`src/rtl/riscv_pkg.sv`:
```
// Shared RV32I encodings and the multi-cycle core's state and trap types.
package riscv_pkg;

  typedef enum logic [6:0] {
    OP_LOAD   = 7'b0000011,
    OP_FENCE  = 7'b0001111,
    OP_IMM    = 7'b0010011,
    OP_AUIPC  = 7'b0010111,
    OP_STORE  = 7'b0100011,
    OP_REG    = 7'b0110011,
    OP_LUI    = 7'b0110111,
    OP_BRANCH = 7'b1100011,
    OP_JALR   = 7'b1100111,
    OP_JAL    = 7'b1101111,
    OP_SYSTEM = 7'b1110011
  } op_code;

  typedef enum logic [2:0] {
    S_BOOT,
    S_FETCH,
    S_DECODE,
    S_EXEC,
    S_MEM,
    S_TRAP
  } core_state_t;

  typedef enum logic [1:0] {
    TC_ILLEGAL        = 2'd0,
    TC_MISALIGN_LS    = 2'd1,
    TC_MISALIGN_FETCH = 2'd2
  } trap_cause_t;

  localparam logic [2:0] F3_B  = 3'b000;
  localparam logic [2:0] F3_H  = 3'b001;
  localparam logic [2:0] F3_W  = 3'b010;
  localparam logic [2:0] F3_BU = 3'b100;
  localparam logic [2:0] F3_HU = 3'b101;

endpackage

```
`src/rtl/rv_alu.sv`:
```
// Combinational RV32I ALU shared by register-register and register-immediate ops.
module rv_alu (
  input  logic [31:0] a,
  input  logic [31:0] b,
  input  logic [2:0]  funct3,
  input  logic        alt,
  output logic [31:0] y
);

  logic signed [31:0] sa;
  logic signed [31:0] sb;

  assign sa = a;
  assign sb = b;

  always_comb begin
    y = '0;
    case (funct3)
      3'b000:  y = alt ? (a - b) : (a + b);
      3'b001:  y = a << b[4:0];
      3'b010:  y = {31'b0, sa < sb};
      3'b011:  y = {31'b0, a < b};
      3'b100:  y = a ^ b;
      3'b101:  y = alt ? 32'(sa >>> b[4:0]) : (a >> b[4:0]);
      3'b110:  y = a | b;
      default: y = a & b;
    endcase
  end

endmodule

```
`src/rtl/rv_mc_core.sv`:
```
// Multi-cycle RV32I core: FSM-sequenced fetch/decode/execute/memory with
// handshaked instruction and data ports and precise traps.
module rv_mc_core
  import riscv_pkg::*;
#(
  parameter logic [31:0] RESET_PC = 32'h0000_0000,
  parameter logic [31:0] TRAP_PC  = 32'h0000_0100
) (
  input  logic        clk,
  input  logic        reset_n,
  output logic        imem_req,
  output logic [31:0] imem_addr,
  input  logic        imem_ack,
  input  logic [31:0] imem_rdata,
  output logic        dmem_req,
  output logic [3:0]  dmem_we,
  output logic [31:0] dmem_addr,
  output logic [31:0] dmem_wdata,
  input  logic        dmem_ack,
  input  logic [31:0] dmem_rdata,
  output logic        retire,
  output logic        trap,
  output logic [1:0]  trap_cause,
  output logic [31:0] trap_epc,
  output logic [31:0] pc_o
);

  core_state_t state, state_nxt;
  trap_cause_t cause_q;
  logic [31:0] pc, ir, rs1_q, rs2_q, imm_q;
  logic [1:0]  ea_lo;
  logic [31:0] rf [32];

  logic [6:0]  opc;
  logic [2:0]  f3;
  logic [4:0]  rd;
  logic        legal, is_load, is_store, is_mem, writes_rd;
  logic [31:0] imm_dec, ea, alu_b, alu_y, target, next_pc, wb_val;
  logic        alu_alt, cond, take, mis_fetch, mis_ls;
  logic [3:0]  st_we;
  logic [31:0] st_data, lsh, load_val;
  logic signed [31:0] rs1_s, rs2_s;
  logic        rf_we;
  logic [31:0] rf_wd;

  assign opc       = ir[6:0];
  assign f3        = ir[14:12];
  assign rd        = ir[11:7];
  assign imem_addr = pc;
  assign pc_o      = pc;

  always_comb begin
    legal = 1'b0;
    case (opc)
      OP_LOAD, OP_FENCE, OP_IMM, OP_AUIPC, OP_STORE, OP_REG,
      OP_LUI, OP_BRANCH, OP_JALR, OP_JAL: legal = 1'b1;
      default:                            legal = 1'b0;
    endcase
  end

  always_comb begin
    imm_dec = {{20{ir[31]}}, ir[31:20]};
    case (opc)
      OP_STORE:        imm_dec = {{20{ir[31]}}, ir[31:25], ir[11:7]};
      OP_BRANCH:       imm_dec = {{19{ir[31]}}, ir[31], ir[7], ir[30:25], ir[11:8], 1'b0};
      OP_LUI, OP_AUIPC: imm_dec = {ir[31:12], 12'b0};
      OP_JAL:          imm_dec = {{11{ir[31]}}, ir[31], ir[19:12], ir[20], ir[30:21], 1'b0};
      default:         imm_dec = {{20{ir[31]}}, ir[31:20]};
    endcase
  end

  assign is_load   = (opc == OP_LOAD);
  assign is_store  = (opc == OP_STORE);
  assign is_mem    = is_load | is_store;
  assign writes_rd = (opc == OP_LUI) | (opc == OP_AUIPC) | (opc == OP_JAL) |
                     (opc == OP_JALR) | (opc == OP_IMM) | (opc == OP_REG);
  assign ea        = rs1_q + imm_q;
  assign mis_ls    = is_mem & (((f3[1:0] == 2'b01) & ea[0]) | (f3[1] & (ea[1:0] != 2'b00)));

  // Only SRAI among immediates uses funct7[5]; for ADDI that bit is part of imm.
  assign alu_alt = ((opc == OP_REG) | (f3 == 3'b101)) & ir[30];
  assign alu_b   = (opc == OP_REG) ? rs2_q : imm_q;

  rv_alu u_alu (
    .a      (rs1_q),
    .b      (alu_b),
    .funct3 (f3),
    .alt    (alu_alt),
    .y      (alu_y)
  );

  assign rs1_s = rs1_q;
  assign rs2_s = rs2_q;

  always_comb begin
    cond = 1'b0;
    case (f3)
      3'b000:  cond = (rs1_q == rs2_q);
      3'b001:  cond = (rs1_q != rs2_q);
      3'b100:  cond = (rs1_s < rs2_s);
      3'b101:  cond = (rs1_s >= rs2_s);
      3'b110:  cond = (rs1_q < rs2_q);
      3'b111:  cond = (rs1_q >= rs2_q);
      default: cond = 1'b0;
    endcase
  end

  assign take      = (opc == OP_JAL) | (opc == OP_JALR) | ((opc == OP_BRANCH) & cond);
  assign target    = (opc == OP_JALR) ? (ea & ~32'd1) : (pc + imm_q);
  assign next_pc   = take ? target : (pc + 32'd4);
  assign mis_fetch = take & (target[1:0] != 2'b00);

  always_comb begin
    wb_val = alu_y;
    case (opc)
      OP_LUI:          wb_val = imm_q;
      OP_AUIPC:        wb_val = pc + imm_q;
      OP_JAL, OP_JALR: wb_val = pc + 32'd4;
      default:         wb_val = alu_y;
    endcase
  end

  always_comb begin
    st_we   = 4'b1111;
    st_data = rs2_q;
    case (f3)
      F3_B: begin
        st_we   = 4'b0001 << ea[1:0];
        st_data = {4{rs2_q[7:0]}};
      end
      F3_H: begin
        st_we   = 4'b0011 << ea[1:0];
        st_data = {2{rs2_q[15:0]}};
      end
      default: begin
        st_we   = 4'b1111;
        st_data = rs2_q;
      end
    endcase
  end

  assign lsh = dmem_rdata >> {ea_lo, 3'b000};

  always_comb begin
    load_val = dmem_rdata;
    case (f3)
      F3_B:    load_val = {{24{lsh[7]}}, lsh[7:0]};
      F3_H:    load_val = {{16{lsh[15]}}, lsh[15:0]};
      F3_BU:   load_val = {24'b0, lsh[7:0]};
      F3_HU:   load_val = {16'b0, lsh[15:0]};
      default: load_val = dmem_rdata;
    endcase
  end

  assign rf_we = (rd != 5'd0) &
                 (((state == S_EXEC) & writes_rd & ~mis_fetch) |
                  ((state == S_MEM) & dmem_ack & is_load));
  assign rf_wd = (state == S_MEM) ? load_val : wb_val;

  always_ff @(posedge clk) begin
    if (rf_we) rf[rd] <= rf_wd;
    if ((state == S_FETCH) && imem_ack) ir <= imem_rdata;
    if (state == S_DECODE) begin
      rs1_q   <= (ir[19:15] == 5'd0) ? 32'd0 : rf[ir[19:15]];
      rs2_q   <= (ir[24:20] == 5'd0) ? 32'd0 : rf[ir[24:20]];
      imm_q   <= imm_dec;
      cause_q <= TC_ILLEGAL;
    end
    if (state == S_EXEC) begin
      ea_lo   <= ea[1:0];
      cause_q <= mis_fetch ? TC_MISALIGN_FETCH : TC_MISALIGN_LS;
    end
  end

  always_ff @(posedge clk or negedge reset_n) begin
    if (!reset_n) state <= S_BOOT;
    else          state <= state_nxt;
  end

  always_comb begin
    state_nxt = state;
    case (state)
      S_BOOT:   state_nxt = S_FETCH;
      S_FETCH:  if (imem_ack) state_nxt = S_DECODE;
      S_DECODE: state_nxt = legal ? S_EXEC : S_TRAP;
      S_EXEC: begin
        if (is_mem) state_nxt = mis_ls ? S_TRAP : S_MEM;
        else        state_nxt = mis_fetch ? S_TRAP : S_FETCH;
      end
      S_MEM:    if (dmem_ack) state_nxt = S_FETCH;
      S_TRAP:   state_nxt = S_FETCH;
      default:  state_nxt = S_BOOT;
    endcase
  end

  // Requests derive from state so reset drops them asynchronously.
  always_comb begin
    imem_req = 1'b0;
    dmem_req = 1'b0;
    retire   = 1'b0;
    trap     = 1'b0;
    case (state)
      S_FETCH: imem_req = 1'b1;
      S_EXEC:  retire   = ~is_mem & ~mis_fetch;
      S_MEM: begin
        dmem_req = 1'b1;
        retire   = dmem_ack;
      end
      S_TRAP:  trap = 1'b1;
      default: ;
    endcase
  end

  always_ff @(posedge clk or negedge reset_n) begin
    if (!reset_n) begin
      pc         <= RESET_PC;
      trap_cause <= 2'd0;
      trap_epc   <= 32'd0;
      dmem_addr  <= 32'd0;
      dmem_we    <= 4'd0;
      dmem_wdata <= 32'd0;
    end else begin
      case (state)
        S_EXEC: begin
          if (is_mem && !mis_ls) begin
            dmem_addr <= {ea[31:2], 2'b00};
            dmem_we   <= is_store ? st_we : 4'd0;
            if (is_store) dmem_wdata <= st_data;
          end else if (!is_mem && !mis_fetch) begin
            pc <= next_pc;
          end
        end
        S_MEM: begin
          if (dmem_ack) begin
            pc      <= pc + 32'd4;
            dmem_we <= 4'd0;
          end
        end
        S_TRAP: begin
          pc         <= TRAP_PC;
          trap_epc   <= pc;
          trap_cause <= cause_q;
        end
        default: ;
      endcase
    end
  end

endmodule

```
`config.mk`:
```
export PLATFORM = sky130hd
export DESIGN_NAME = rv_mc_core
export DESIGN_NICKNAME = d
export VERILOG_FILES = /design/src/rtl/riscv_pkg.sv /design/src/rtl/rv_alu.sv /design/src/rtl/rv_mc_core.sv
export SDC_FILE = /design/constraint.sdc
export NUM_CORES = 2
export LEC_CHECK = 0
export CELL_PAD_IN_SITES_DETAIL_PLACEMENT = 1
export CELL_PAD_IN_SITES_GLOBAL_PLACEMENT = 1
export CORE_AREA = 5 5 500 502
export DETAILED_ROUTE_END_ITERATION = 10
export DIE_AREA = 0 0 505 507
export DONT_BUFFER_PORTS = 1
export PLACE_DENSITY = 0.49
export SLEW_MARGIN = 10
export SYNTH_ARGS = -nofsm -noshare
export SYNTH_HDL_FRONTEND = slang
export SYNTH_HIERARCHICAL = 1
export SYNTH_SLANG_ARGS = --single-unit
```
`constraint.sdc`:
```
create_clock -name clk -period 7.09 [get_ports clk]
set_input_delay 1.418 -clock clk [delete_from_list [all_inputs] [get_ports clk]]
set_output_delay 1.418 -clock clk [all_outputs]
set_load 0.02 [all_outputs]
```
==> Word-level counts from Yosys, hierarchy flattened <==
Memories as Yosys holds them, arrays and structs flattened. A register that Yosys moved wholly into a read port is not among the register bits.
Index checks and enable logic that the tools add are counted.
{ "classes": {"add_sub_neg": 5, "n_lt_le_gt_ge": 6, "n_eq_ne": 30, "n_shift": 6, "mux": 38, "bitwise_logic": 28, "n_reduce_logical": 25} }
{ "op_table": {"columns": ["operator", "count"], "rows": [
  ["32-bit two-way mux", 9],
  ["32-bit one-hot mux with 7 select lines", 1],
  ["32-bit one-hot mux with 3 select lines", 2],
  ["32-bit less-than comparator", 4],
  ["32-bit one-hot mux with 4 select lines", 1],
  ["31-bit one-hot mux with 4 select lines", 1],
  ["32-bit adder", 3],
  ["32-bit >= comparator", 2],
  ["32-bit one-hot mux with 2 select lines", 1],
  ["32-bit by 3-bit adder with 32-bit output, second input constant", 1],
  ["32-bit bitwise AND", 1],
  ["32-bit equality test", 1],
  ["32-bit != test", 1],
  ["32-bit bitwise OR", 1],
  ["32-bit by 5-bit left shift with 32-bit output", 1],
  ["32-bit by 5-bit >> shifter with 16-bit output", 1],
  ["32-bit by 5-bit >> shifter with 32-bit output", 1],
  ["32-bit by 5-bit >>> shifter with 32-bit output", 1],
  ["32-bit subtractor", 1],
  ["32-bit bitwise XOR", 1],
  ["7-bit by 6-bit equality test with 1-bit output, second input constant", 3],
  ["7-bit equality test, second input constant", 3],
  ["3-bit equality test, second input constant", 6],
  ["4-bit one-hot mux with 2 select lines", 2],
  ["other kinds (32)", 89]
]} }
{ "word_totals": {"register_bits": 203, "ram_bits": 1024, "inputBits": 68, "word_cells": 150, "memories": 1} }
{ "memory_table": {"columns": ["name", "words", "word_bits", "rd", "rd_ports_with_merged_regs", "wr", "line", "text"], "rows": [
  ["rf", 32, 32, 2, 2, 1, "rv_mc_core.sv:32", "logic [31:0] rf [32];"]
]} }

==> Longest topological paths before layout <==
{ "logic_depth": {"depth_word": 12, "mapped_depth": 27, "mapped_depth_nobuf": 21} }

==> By module <==
Netlist, hierarchy kept.
{ "by_module_without_submodules": {"columns": ["mod", "instances", "cells_each", "area_per_inst_um2", "seq_area_each_um2"], "rows": [
  ["rv_mc_core", 1, 3914, 64294.2, 38091.5],
  ["rv_alu", 1, 1304, 8683.3, 0.0]
]} }

==> Worst setup path after synthesis <==
OpenSTA, ideal clock, no wires.
{ "synth_path": {"path_kind": "reg2reg", "from": "reg ir[5]", "to": "mem rf[0][28], data pin", "arrival_time_ns": 6.244, "path_slack_ns": 0.469, "path_stages_with_launch": 24, "period_less_slack_ns": 6.621, "path_cell_list": "edfxtp_1 > clkbuf_1 > buf_1 > nand3_1 > clkbuf_1 > o21ai_0 > clkbuf_1 > clkinv_1 > clkbuf_1 > clkbuf_1 > ha_1 > buf_6 > or4_4 > a311oi_4 > o2111ai_2 > a211o_1 > a2111oi_4 > o31a_1 > o21a_1 > o22a_1 > a311oi_1 > o21ai_0 > a21oi_1 > a21oi_1"} }
{ "synth_via": {"elab_chain_len": 7, "elab_cells_between_ends": 22, "cone_classes": "add/sub: 2; eq/ne: 5; shift: 3; mux: 6; bitwise: 5; reduce/logical: 1"} }
{ "synth_rtl": {"columns": ["element", "line", "text"], "rows": [
  ["from (decl)", "rv_mc_core.sv:30", "logic [31:0] pc, ir, rs1_q, rs2_q, imm_q;"],
  ["from (signal assigned)", "rv_mc_core.sv:162", "if ((state == S_FETCH) && imem_ack) ir <= imem_rdata;"],
  ["7-bit by 6-bit equality test with 1-bit output (*)", "rv_mc_core.sv:82", "assign alu_b = (opc == OP_REG) ? rs2_q : imm_q;"],
  ["32-bit two-way mux (*)", "rv_mc_core.sv:82", null],
  ["net alu_b[3]", "rv_mc_core.sv:38", "logic [31:0] imm_dec, ea, alu_b, alu_y, target, next_pc, wb_val;"],
  ["32-bit adder, or another cell as far along", "rv_alu.sv:19", "3'b000: y = alt ? (a - b) : (a + b);"],
  ["32-bit two-way mux (on tied branches)", "rv_alu.sv:19, rv_alu.sv:24", null],
  ["32-bit one-hot mux with 7 select lines (*)", "rv_alu.sv:18", "case (funct3)"],
  ["net alu_y[28]", "rv_mc_core.sv:38", null],
  ["32-bit one-hot mux with 3 select lines (*)", "rv_mc_core.sv:115", "case (opc)"],
  ["32-bit two-way mux (*)", "rv_mc_core.sv:158", "assign rf_wd = (state == S_MEM) ? load_val : wb_val;"],
  ["net rf_wd[28]", "rv_mc_core.sv:44", "logic [31:0] rf_wd;"],
  ["to (decl)", "rv_mc_core.sv:32", null]
]} }
The timed path passes the listed nets; every way through them passes the cells marked *.

==> Worst setup path after layout <==
{ "layout_path": {"from": "reg ir[3]", "to": "mem rf[19][21], data pin"} }
The elaborated chain is that of the path after synthesis.

==> metrics <==
Logic pwr share=0.390; syn_area_per_cell=14.0 um2; vias in the first global route=51661; Post-synth ARST share=0.105; fmax=153 MHz; via count=49982; CTS sink count=1291; CP Class=flip-flop to flip-flop; Initial Utilization=0.298; Synth cell types=103; gr usage total=0.234; Worst VDD drop=0.264 mV; Clock transition at path regs=0.07 ns; Final Hold Vio Count=0; crit path time final=6.55 ns; core area=245000 um2; Power Total=31.1 mW; io pins=238; Reg power frac=0.356; Buf/Inv on CP=5; Die W=505 um; TritonRoute pass-1 iters=5; top-area cell type share of the netlist area=0.476; Resized cells post-CTS=0; Final period util=0.924; Rel. slew slack=0.194; Inserted Clock Buffers=154; P_sw=12.4 mW; cell taking the most area after synthesis=edfxtp_1; Area Growth Syn to Fin=13.7%; Max Buffers Root-to-Sink=3; clk_skew=0.0849 ns; type of origin of the critical path=flip-flop; CP max stage cell=o211ai_1; critical path's largest stage delay=0.59 ns; sequential share of the synthesized area=0.522; setup bufs post-CTS=0; RSZ-0062 raised after global routing=false; Total Wirelength=308000 um; initial detailed-routing violation count=5214; Max-cap violations=0; Post-CTS Hold Buffers=0; Yosys warnings=6; cell seen most often among critical-path stages=buf_4; final worst setup slack=0.541 ns; total global routing overflow=0; flops & latches, synth=1291; final setup TNS=0 ns; global-route wire length before repair=425000 um; placed cells=8291; Synth area leaders=edfxtp_1 (48%), mux4_2 (21%), dfrtp_1 (4.6%); pin count of the biggest net entering global routing=136; die height=507 um; Slew @ Worst Pin=1.20 ns; Clock Power Share=0.254; Vias/cell=5.82; PwrDens=374 nW/um2; GPL Wtd Cong=0.958; status=complete, no violations; max-slew violations=0; Placement Setup Slack=0.548 ns; Worst-Skew Late Latency=0.83 ns; initial antenna violation count=21; CTS tree=yes; Internal Power=18.7 mW; final cell count without fillers=8582; family with the most delay on the worst path=compound AO/OA/AOI/OAI gates; Top FF cell, synth=edfxtp_1; switching fraction of total power=0.400; Root Driver=clkbuf_16; Post-Syn Instances=5218; share of layout cells above drive strength 1=0.238; leakage=28.5 nW; # DRC=0; ANT nets after route=0; CTS HTree Levels=4; Min-Delay Path Class=input pin to asynchronous set/reset pin; Layout Utilization=0.339; Required @ worst endpoint=7.57 ns; die area=256000 um2; most common cell in the synthesized netlist=edfxtp_1; finished layout cell area=83000 um2; Post-synth EDFFs=1156; Worst Path Arrival=7.03 ns; Final #Nets=5497; final hold slack=0.285 ns; IO Port Bufs=0; top cell types by occurrence after synthesis=edfxtp_1 (1156), mux4_2 (680), nand2_1 (384), nor2_1 (372), a21oi_1 (301); Cell Area, Placed=78000 um2; final setup fails=0; num rows=182; Max FO, Critical Path=33; wire length per cell=35.8 um; critical path, cell by cell=nor2_1 > nand4_1 > inv_1 > nand3_4 > buf_4 > o21ai_4 > inv_1 > buf_4 > ha_1 > or2_2 > o2111ai_1 > o211ai_1 > and4_1 > o211ai_1 > a2111oi_0 > o31a_1 > o21ai_0 > a31oi_1 > a311oi_1 > o21ai_0 > a21oi_1 > a21oi_2 > buf_4; Setup crit end kind=flip-flop; hpwl dp=211000 um; Cell Area, Synth=73000 um2
[cell usage in the layout, fill, tap and decap left out, types with 18 or more instances in the layout]
master / Yosys / routed
nor4_1: 23 / 21
xnor2_1: 79 / 79
conb_1: 1 / 34
nand3_1: 67 / 66
o31ai_1: 18 / 18
nand2b_1: 26 / 26
nor2b_1: 40 / 37
nand2_1: 384 / 383
mux4_2: 680 / 680
o21ai_0: 280 / 261
dfrtp_1: 135 / 135
nor3_1: 62 / 59
o21a_1: 27 / 27
nand4_1: 18 / 18
clkbuf_16: 0 / 159
edfxtp_1: 1156 / 1156
nor2_4: 0 / 33
inv_1: 168 / 167
a211oi_1: 45 / 45
clkbuf_1: 262 / 38
and3_1: 26 / 26
ha_1: 198 / 198
xor2_1: 26 / 26
clkinv_1: 2 / 38
o211ai_1: 37 / 37
buf_12: 0 / 26
mux2i_1: 156 / 156
buf_4: 36 / 200
nor2_1: 372 / 346
a31oi_1: 36 / 35
a21o_1: 58 / 58
a21oi_1: 301 / 285
mux2_2: 35 / 34
a221oi_1: 35 / 35
[power groups by stage]
| stage | Sequential [mW] | Combinational [mW] | Clock, mW |
|---|---|---|---|
| floorplan | 10.8 | 7.34 | 0 |
| global placement | 11.2 | 12.0 | 0 |
| detailed placement | 11.2 | 12.1 | 0 |
| CTS | 11.1 | 12.1 | 8.13 |
| global route | 11.1 | 12.8 | 8.43 |
| finish | 11.1 | 12.1 | 7.89 |
[path summary, 6_finish.rpt]
check / startpoint / depth (start not counted) / endpoint / slack, ns
setup / recovery: ir[3] / 23 / rf[19][21] / 0.54
hold / removal: reset_n / 0 / imem_addr[6] / 0.29
setup reg to reg: ir[3] / 23 / rf[19][21] / 0.54
hold reg to reg: cause_q[1] / 2 / trap_cause[1] / 0.47
max in group asynchronous: reset_n / 0 / dmem_wdata[5] / 6.55
min in group clk: cause_q[1] / 2 / trap_cause[1] / 0.47
[worst reg2reg max path, cell delays in order (launching register included)]
cell and delay (ns):
edfxtp_1 0.39, nor2_1 0.16, nand4_1 0.22, inv_1 0.19, nand3_4 0.21, buf_4 0.31, o21ai_4 0.21, inv_1 0.09
buf_4 0.25, ha_1 0.23, or2_2 0.30, o2111ai_1 0.33, o211ai_1 0.30, and4_1 0.31, o211ai_1 0.59, a2111oi_0 0.27
o31a_1 0.30, o21ai_0 0.17, a31oi_1 0.21, a311oi_1 0.28, o21ai_0 0.12, a21oi_1 0.44, a21oi_2 0.06, buf_4 0.25
[logic make-up (layout without fill, tap and decap cells)]
group	after synthesis	count (layout)	share of synthesized area
other	1	46	0.0000514
adder cells (fa/ha/maj)	202	202	0.0350
multiplexers	871	871	0.237
AO/OA/AOI/OAI	1056	1056	0.0926
AND/OR/NAND/NOR	1115	1115	0.0690
buffers and inverters	577	676	0.0320
flip-flops	1291	1291	0.522
XOR/XNOR	105	105	0.0126
[cell type report]
cell class              instances  area, um2
well taps                    3220       4030
multi-input cells            3383      33200
inverters                     171        642
clock inverters                81        826
flip-flops and latches       1291      38100
repair buffers                226       2020
diodes                         12       30.0
clock buffers                 198       4140
fillers                     25347     162000
[routing by layer]
metal	GRT usage	vias to the layer above	wire length (um)	part of all wire
met4	0.104	2	15900	0.052
met2	0.391	1684	149000	0.48
met1	0.303	27133	127000	0.41
met5	0	-	13	0.000042
li1	-	20734	-	-
met3	0.0341	429	15900	0.052
[flip-flops by register name, summed over array words and instances (netlist names)]
| register | flops |
|---|---|
| rf | 1024 |
| cause_q | 2 |
| rs1_q | 32 |
| imem_addr | 32 |
| dmem_we | 4 |
| trap_epc | 32 |
| dmem_wdata | 32 |
| ea_lo | 2 |
| trap_cause | 2 |
| state | 3 |
| imm_q | 32 |
| ir | 32 |
| dmem_addr | 30 |
| rs2_q | 32 |
No activity file was read; power rests on OpenSTA's default activity.
